**src/rtl/mul_share_arb.sv**
```systemverilog
// mul_share_arb: round-robin arbiter/sequencer sharing one iterative multiplier
// among NUM_REQ requesters. Each transaction runs IDLE -> START -> BUSY -> DONE
// -> CLEAR. Only one operation is outstanding at a time.
// Optional macro MUL_ARB_TIMEOUT_EN adds a BUSY watchdog that aborts a stuck
// operation after TIMEOUT cycles, returning a zero product with err set.
module mul_share_arb #(
  parameter int NUM_REQ = 4,
  parameter int DATA_W  = 32,
  parameter int TIMEOUT = 40
) (
  input  logic                      clk,
  input  logic                      reset,
  input  logic [NUM_REQ-1:0]        req,
  input  logic [NUM_REQ*DATA_W-1:0] req_a,
  input  logic [NUM_REQ*DATA_W-1:0] req_b,
  output logic [NUM_REQ-1:0]        grant,
  output logic [NUM_REQ-1:0]        ack,
  output logic [2*DATA_W-1:0]       result,
  output logic                      busy,
  output logic                      err,
  output logic                      mul_op_start,
  output logic                      mul_op_clear,
  output logic [DATA_W-1:0]         mul_a,
  output logic [DATA_W-1:0]         mul_b,
  input  logic [2*DATA_W-1:0]       mul_result,
  input  logic                      mul_op_done
);

  localparam int IDX_W = (NUM_REQ > 1) ? $clog2(NUM_REQ) : 1;

  // Reject configurations outside the supported range at elaboration.
  if (NUM_REQ < 2 || NUM_REQ > 8) begin : g_bad_nreq
    $error("mul_share_arb: NUM_REQ must be 2..8");
  end
  if (TIMEOUT < 1 || TIMEOUT > 255) begin : g_bad_timeout
    $error("mul_share_arb: TIMEOUT must be 1..255");
  end

  typedef enum logic [2:0] {
    S_IDLE,
    S_START,
    S_BUSY,
    S_DONE,
    S_CLEAR
  } state_e;

  state_e                state_q;
  logic [IDX_W-1:0]      idx_q;
  logic [IDX_W-1:0]      ptr_q;
  logic [NUM_REQ-1:0]    grant_q;
  logic [NUM_REQ-1:0]    ack_q;
  logic [2*DATA_W-1:0]   result_q;
  logic                  start_q;
  logic                  clear_q;
  logic [DATA_W-1:0]     mul_a_q;
  logic [DATA_W-1:0]     mul_b_q;

  logic [IDX_W-1:0]      sel_d;
  logic                  any_d;
  logic [IDX_W-1:0]      cand;

`ifdef MUL_ARB_TIMEOUT_EN
  localparam logic [7:0] TO_LAST = 8'(TIMEOUT - 1);
  logic [7:0]            wdog_q;
  logic                  err_q;
`endif

  // Unpacked views of the flattened operand buses.
  logic [DATA_W-1:0] a_arr [NUM_REQ];
  logic [DATA_W-1:0] b_arr [NUM_REQ];
  for (genvar gi = 0; gi < NUM_REQ; gi++) begin : g_slice
    assign a_arr[gi] = req_a[gi*DATA_W +: DATA_W];
    assign b_arr[gi] = req_b[gi*DATA_W +: DATA_W];
  end

  function automatic logic [IDX_W-1:0] wrap_idx(input int v);
    return IDX_W'(v % NUM_REQ);
  endfunction

  // Round-robin pick: scan from ptr+NUM_REQ down to ptr+1 so the nearest
  // requester above the pointer is the last (winning) assignment.
  always_comb begin
    sel_d = '0;
    any_d = 1'b0;
    cand  = '0;
    for (int k = NUM_REQ; k >= 1; k--) begin
      cand = wrap_idx(int'(ptr_q) + k);
      if (req[cand]) begin
        any_d = 1'b1;
        sel_d = cand;
      end
    end
  end

  // Sequencer FSM with all handshake outputs registered.
  always_ff @(posedge clk or posedge reset) begin
    if (reset) begin
      state_q  <= S_IDLE;
      idx_q    <= '0;
      ptr_q    <= IDX_W'(NUM_REQ - 1);
      grant_q  <= '0;
      ack_q    <= '0;
      result_q <= '0;
      start_q  <= 1'b0;
      clear_q  <= 1'b0;
      mul_a_q  <= '0;
      mul_b_q  <= '0;
`ifdef MUL_ARB_TIMEOUT_EN
      wdog_q   <= '0;
      err_q    <= 1'b0;
`endif
    end else begin
      unique case (state_q)
        S_IDLE: begin
          if (any_d) begin
            idx_q   <= sel_d;
            mul_a_q <= a_arr[sel_d];
            mul_b_q <= b_arr[sel_d];
            grant_q <= NUM_REQ'(1) << sel_d;
            start_q <= 1'b1;
            state_q <= S_START;
          end
        end
        S_START: begin
          start_q <= 1'b0;
`ifdef MUL_ARB_TIMEOUT_EN
          wdog_q  <= '0;
`endif
          state_q <= S_BUSY;
        end
        S_BUSY: begin
          if (mul_op_done) begin
            result_q <= mul_result;
            ack_q    <= NUM_REQ'(1) << idx_q;
            state_q  <= S_DONE;
          end
`ifdef MUL_ARB_TIMEOUT_EN
          else if (wdog_q == TO_LAST) begin
            // Multiplier never answered: return a zero product flagged as error.
            result_q <= '0;
            ack_q    <= NUM_REQ'(1) << idx_q;
            err_q    <= 1'b1;
            state_q  <= S_DONE;
          end else begin
            wdog_q <= wdog_q + 8'd1;
          end
`endif
        end
        S_DONE: begin
          ack_q   <= '0;
          grant_q <= '0;
          clear_q <= 1'b1;
          ptr_q   <= idx_q;
`ifdef MUL_ARB_TIMEOUT_EN
          err_q   <= 1'b0;
`endif
          state_q <= S_CLEAR;
        end
        S_CLEAR: begin
          clear_q <= 1'b0;
          state_q <= S_IDLE;
        end
        default: state_q <= S_IDLE;
      endcase
    end
  end

  assign grant        = grant_q;
  assign ack          = ack_q;
  assign result       = result_q;
  assign busy         = (state_q != S_IDLE);
  assign mul_op_start = start_q;
  assign mul_op_clear = clear_q;
  assign mul_a        = mul_a_q;
  assign mul_b        = mul_b_q;
`ifdef MUL_ARB_TIMEOUT_EN
  assign err          = err_q;
`else
  assign err          = 1'b0;
`endif

  // Handshake sanity: start/clear exclusive, grant and ack at most one-hot.
  a_start_clear_excl: assert property (@(posedge clk) disable iff (reset)
    !(mul_op_start && mul_op_clear));
  a_grant_onehot0: assert property (@(posedge clk) disable iff (reset)
    $onehot0(grant));
  a_ack_onehot0: assert property (@(posedge clk) disable iff (reset)
    $onehot0(ack));

endmodule

```
**config.mk**
```make
export PLATFORM = sky130hd
export DESIGN_NAME = mul_share_arb
export DESIGN_NICKNAME = d
export VERILOG_FILES = /design/src/rtl/mul_share_arb.sv
export SDC_FILE = /design/constraint.sdc
export NUM_CORES = 1
export LEC_CHECK = 0
export CAP_MARGIN = 30
export CORE_AREA = 2 2 184 186
export CTS_CLUSTER_DIAMETER = 60
export DETAILED_ROUTE_END_ITERATION = 8
export DIE_AREA = 0 0 186 188
export MAX_ROUTING_LAYER = met4
export PLACE_DENSITY = 0.64
export SLEW_MARGIN = 5
export SYNTH_ARGS = -nofsm -noshare
export SYNTH_HDL_FRONTEND = slang
export SYNTH_SLANG_ARGS = --single-unit
```
**constraint.sdc**
```tcl
create_clock -name clk -period 7.89 [get_ports clk]
set_input_delay 2.367 -clock clk [delete_from_list [all_inputs] [get_ports clk]]
set_output_delay 2.367 -clock clk [all_outputs]
set_load 0.02 [all_outputs]
```
==> results.md <==
- Share of post-route cells with drive strength above 1: between 6 and 7%
- Startpoint types: input pin
- Clk_lat worst skew: about 420 ps
- ANT nets after route: 0
- Period minus WS final: between 4000 and 5000 ps
- Pin count of the biggest net entering global routing: 109
- HPWL reported at the end of detailed placement: 20.4 mm
- Cell Pwr Density: 363 nW/um2
- Crit Reg-Reg Startpoint: ptr_q[1]$_DFFE_PP1N_
- FP Rows: 67
- Syn_nets: around 900
- Largest cells by area after synthesis: dfrtp_1 51%, mux2i_1 18%, o221ai_1 7.9%, mux2_1 7.8%, nand2_1 4.4%
- # IOs: 467
- Synth top area share: about half
- Cell taking the most area after synthesis: dfrtp_1
- Input/output buffers: between 400 and 500
- Clk buf depth: 2
- Sequential share of the synthesized area: between 50 and 60%
- WL per Instance: around 18 um
- Most common cell after layout, fill and taps aside: clkdlybuf4s50_1
- Initial antenna violation count: 0
- Clock transition at path regs: 70 ps
- Leading cell types in the layout, fill and taps excluded: 465 x clkdlybuf4s50_1, 143 x dfrtp_1, 129 x mux2i_1, 81 x nand2_1, 64 x o221ai_1
- TritonCTS clock tree: done
- Mapped Area: ~7100 um2
- Hold Worst Slack: roughly 490 ps
- Unique masters post-synth: 35
- Pre-CTS WS: roughly 2900 ps
- Post-Place Cells: roughly 1,500
- CTS Buf Count: 17
- Routability congestion estimate: approximately 0.82
- Hold crit path type: register to register
- DIE AREA: ~35,000 um2
- Worst path slowest cell: nand2b_2
- Relative slew slack: between 40 and 50%
- Hold_sp: result[25]$_DFFE_PP0P_
- DRT Wirelength: 26.7 mm
- Remaining DRCs: 0
- Post-CTS setup buffers: 0
- Antenna Cells: 0
- First-pass GRT wire length: slightly below 40 mm
- Initial DRC count: about 270
- TNS Setup: 0 ps
- Worst Hold End: result[25]$_DFFE_PP0P_
- Top Family by Delay on Critical Path: buffers and inverters
- CTS sink cnt: about 150
- Grt ovf: 0
- FF-to-FF path depth: 6
- Crit path largest cell delay: approximately 590 ps
- Crit-path max FO: between 40 and 50
- Htree depth: 4
- Initial Util: between 20% and 30%
- Hold-fix buffers, CTS: 0
- Vias in the first global route: approximately 6,800
- Width of the die: between 150 and 200 um
- Hold path depth: 1
- RSZ-0062 raised after global routing: false
- DIE HEIGHT: 188 um
- Final hold violations: 0
- Slew Viols, Final: 0
- Final Skew: slightly above 9 ps
- Vias post-DR: between 6,000 and 7,000
- Status: completed
- Max Clk Rate: roughly 220 MHz
- Core area: 33,100 um2
- Routed vias/inst: 4.39
- Total of cells resized after clock tree synthesis: 0
- Critical path class: input pin to register
- WP data arrival: 4790 ps
- Synth Register Bits: 145
- Syn avg cell area: between 10 and 15 um2
- Reg2Reg Setup Slack: roughly 5200 ps
- CP required: a little over 8000 ps
- RR Endpoint: mul_b[27]$_DFFE_PP0P_
- Synth Warn #: 0
- Fin nets: ~1,400
- Area added between synthesis and finish: 79.3%
- Gate Count Post-Synth: between 500 and 600
- Clock root buffer: clkbuf_16
- Final Instance Count excl. Fillers: approximately 1,500
- Peak supply drop: ~180 uV
- First-pass detailed-route iteration total: 4
- Maxcap violations: 0
- Worst Path Buf+Inv: 2
- Tot GR Track Use: approximately 15%
- Setup violators final: 0
- Leakage Power: between 5 and 6 nW
- Worst Setup End Kind: register
- Worst-path cell chain: clkdlybuf4s50_1 -> mux2i_1 -> o22ai_1 -> a21oi_2 -> nand2b_2 -> buf_4 -> o221ai_1
- Setup WS post-layout: around 3400 ps
- Worst-Margin Slew: 888 ps
- Final period util: between 50% and 60%
[cell usage after synthesis, drive strengths merged]
library cell and instances:
dfrtp 143, mux2i 129, nand2 82, mux2 64, o221ai 64, buf 26
clkbuf 19, o21ai 7, inv 6, a21oi 5, nor2 4, nand2b 3
nor2b 3, a32o 2, and3b 2, dfstp 2, nand3 2, nor4 2
or3 2, a22o 1, a31oi 1, and2 1, conb 1, nand3b 1
nor3 1, o22ai 1, o32a 1, or2 1, xnor2 1
[layout make-up]
type	count	area, um2
inverter	6	27.5
clock buffer	18	429
timing repair buffer	472	4720
sequential	145	3630
clock inverter	14	143
multi-input combinational	381	3170
tap	448	561
fill	3246	20400
[stage by stage]
| stage | area (um2) | util, % | total power, mW |
|---|---|---|---|
| after floorplan | 7070 | - | 2.68 |
| after global placement | 12100 | 36.6 | 3.79 |
| after detailed placement | 12100 | 36.6 | 3.83 |
| after CTS | 12700 | 38.3 | 4.66 |
| after global routing | 12700 | 38.3 | 4.87 |
| final | 12700 | 38.3 | 4.60 |
[worst reg2reg max path, stage by stage, from the launching register on]
cell	delay [ps]
dfstp_2	600
mux2i_1	210
o22ai_1	110
a21oi_2	270
nand2b_2	590
buf_4	520
o221ai_1	240
[layer usage]
layer  GRT usage [%]  part of all wire (%)  vias to the layer above
li1                -                     -                     3034
met1            18.2                    41                     3226
met2            26.2                    52                      231
met3            2.78                   5.3                       20
met4            4.39                   1.5                        0
met5               -                     0                        -
[worst max-delay path by stage]
stage                     startpoint                    end  slack (ps)  cells after the start
after floorplan                reset     ack[0]$_DFFE_PP0P_        1630                      1
after global placement        req[2]  mul_b[30]$_DFFE_PP0P_        3010                      7
after detailed placement      req[2]  mul_b[27]$_DFFE_PP0P_        2920                      7
after CTS                     req[2]  mul_b[27]$_DFFE_PP0P_        3380                      7
after global routing          req[3]  mul_a[11]$_DFFE_PP0P_        3200                      7
final                         req[3]  mul_b[27]$_DFFE_PP0P_        3370                      7
[cells by family (layout without fill, tap and decap cells)]
group	count (synthesis)	in the layout	synth area share [%]
mux	193	193	28.4
buf+inv	51	510	4.00
compound gates	82	82	9.55
other cells	1	1	0.0530
xor+xnor	1	1	0.124
simple gates	104	104	6.49
flops	145	145	51.3
[flip-flops by register name (all words and copies together), names as in the netlist]
name	count
state_q	3
mul_a	32
result	64
ack	4
mul_op_start	1
idx_q	2
ptr_q	2
mul_op_clear	1
mul_b	32
grant	4
[where the power goes]
part           internal, mW  switching (mW)
clock                 0.444           0.363
combinational          1.20            1.26
sequential             1.12           0.219
No activity file was read; power rests on OpenSTA's default activity.
==> edit (same settings) <==
Build with the macro `MUL_ARB_TIMEOUT_EN` defined.
--- a/src/rtl/mul_share_arb.sv
+++ b/src/rtl/mul_share_arb.sv
@@ -4,4 +4,6 @@
 // Optional macro MUL_ARB_TIMEOUT_EN adds a BUSY watchdog that aborts a stuck
 // operation after TIMEOUT cycles, returning a zero product with err set.
+`define MUL_ARB_TIMEOUT_EN
+
 module mul_share_arb #(
   parameter int NUM_REQ = 4,
Formal check against the unedited RTL: no difference found for any inputs over 4 cycles, from zero or initial values and one cycle with reset high; that may be too few to reach the edited logic, so the function may still have changed.
==> edit against the original RTL <==
- routed wire length is 27% higher
- maximum frequency fell by 5.4%
- critical path type unchanged
- sequential cell count rose by 9
- non-clock buffer count up 6
- clock power rose by 2.5%
- area after synthesis rose by 18%
- power is 9.4% higher
- design area increased by 9.2%
- worst hold slack gained 14 ps
- worst setup slack got worse by 260 ps
- highest routed layer unchanged
==> edit: results (changes against the original RTL) <==
Parameter                              Value

Layout
  Multi-input gate area ... 0.00403 sq mm (was 0.00317 sq mm)
  Non-filler instance count after layout ... 1607 (was 1484)
  Net count, final ... 1472 (was 1350)
  Layout cells sized above 1 ... 13.1% (was 6.18%)
  Number of inserted filler cells in the final layout ... 3133 (was 3246)

Run status
  Result of the run ... complete, no violations (unchanged)

Synth
  Multiplexer area fraction after synthesis ... 7.88% (was 28.4%)
  Net count of the mapped netlist ... 1047 (was 904)
  Synthesized-area fraction occupied by adder cells ... 0.149% (was 0%)
  Synth top cells by count ... dfrtp_1 (152), nor2_1 (78), and3_1 (67) (was dfrtp_1 (143), mux2i_1 (129), nand2_1 (82))
  Proportion of synthesized chip area in sequential cells ... 46.0% (was 51.3%)
  Post-Synthesis Cells ... 719 (was 577)
  Compound-gate portion of the synthesized area ... 27.9% (was 9.55%)
  Dominant cells by area after synthesis ... dfrtp_1 (45%), a211oi_2 (9.4%), mux2i_1 (7.9%) (was dfrtp_1 (51%), mux2i_1 (18%), o221ai_1 (7.9%))
  Number of unique standard cell types used by synthesis ... 47 (was 35)
  Synth Area in XOR/XNOR ... 0.418% (was 0.124%)

Route
  Via total after detailed routing ... 7845 (was 6511)
  Detailed router's first-iteration violation count ... 406 (was 274)
  Routed len/inst ... 21.1 um (was 18.0 um)

Clock network
  Number of instances resized during post-cts repair ... 0 (unchanged)
  Clock latency of the later-clocked register in the worst-skew pair ... 440 ps (was 420 ps)

Global routing
  Met2 track demand over resource ... 31.0% (was 26.2%)
  Initial antenna violation count ... 2 (was 0)
  Pin count of the biggest net entering global routing ... 91 (was 109)
  Wire length of the first global-routing pass ... 49700 um (was 39100 um)
  Met1 track demand over resource in global routing ... 24.7% (was 18.2%)
  Met3 Usage GRT ... 4.31% (was 2.78%)
  GRT Resource Usage Total ... 19.5% (was 15.3%)
  Number of global-route vias before repair ... 7936 (was 6799)

Place
  Placement-stage worst setup slack ... 2620 ps (was 2920 ps)
  Area after detailed placement ... 0.0133 sq mm (was 0.0121 sq mm)
  Hpwl dp ... 24000 um (was 20400 um)
  Final weighted congestion in routability-driven placement ... 0.866 (was 0.824)
  I/O Buffers ... 466 (was 465)

Pwr
  Leakage power figure ... 5.81 nW (was 5.28 nW)
  Worst-case vdd ir drop ... 0.000189 V (was 0.000180 V)

STA
  Slew of the pin with the lowest slew margin ... 906 ps (was 888 ps)
  Clock Skews ... 9.03 ps (was 9.23 ps)

Worst setup path
  Arrival time at the worst endpoint ... 5070 ps (was 4790 ps)
  Maximum fanout along the worst path ... 90 (was 41)
==> edit: cell count changes in the layout (fill, tap and decap cells not counted), moves of 37 or more <==
cell	unedited run	this run
a211oi_2	0	63
mux2_1	49	0
a22o_1	1	66
mux2i_1	129	66
nand2_1	81	20
o221ai_1	64	0
and3_1	0	67
nor2_1	4	78
a221oi_1	0	37
==> edit: area by class of cell <==
type                       count  area share, %
antenna                        2         0.0361
sequential                   154           27.8
timing repair buffer         478           34.6
inverter                       9          0.280
clock inverter                15           1.11
multi-input combinational    484           29.1
clock buffer                  17           3.07
tap                          448           4.05
==> edit: routing by layer <==
metal / vias up / share of wire (%) / wire length, um
li1: 3621 / - / -
met1: 3894 / 43 / 14500
met2: 294 / 49 / 16600
met3: 36 / 6.2 / 2110
met4: 0 / 2.0 / 669
met5: - / 0 / 0
==> edit: final timing paths <==
check | start | to | slack, ps | cells after the start
max | req[3] | mul_b[23] | 3110 | 7
min | result[54] | result[54] | 500 | 1
max reg2reg | state_q[0] | mul_b[23] | 5000 | 6
min reg2reg | result[54] | result[54] | 500 | 1
max in group asynchronous | reset | mul_b[20] | 4160 | 4
min in group asynchronous | reset | result[34] | 2310 | 2
==> edit: power by group <==
group          switching (mW)  internal (mW)
clock                   0.404          0.423
sequential              0.223           1.16
combinational            1.53           1.29
==> edit: cell families after synthesis <==
family / count (synthesis)
buffers and inverters: 81
XOR/XNOR: 4
adder cells (fa/ha/maj): 1
multiplexers: 66
AND/OR/NAND/NOR: 190
AO/OA/AOI/OAI: 223
flip-flops: 154
==> edit: critical path: stages <==
cell	delay (ps)
clkdlybuf4s50_1	560
or3b_2	510
o21ai_4	90
a21o_4	550
buf_12	490
mux2i_1	290
a211oi_2	100
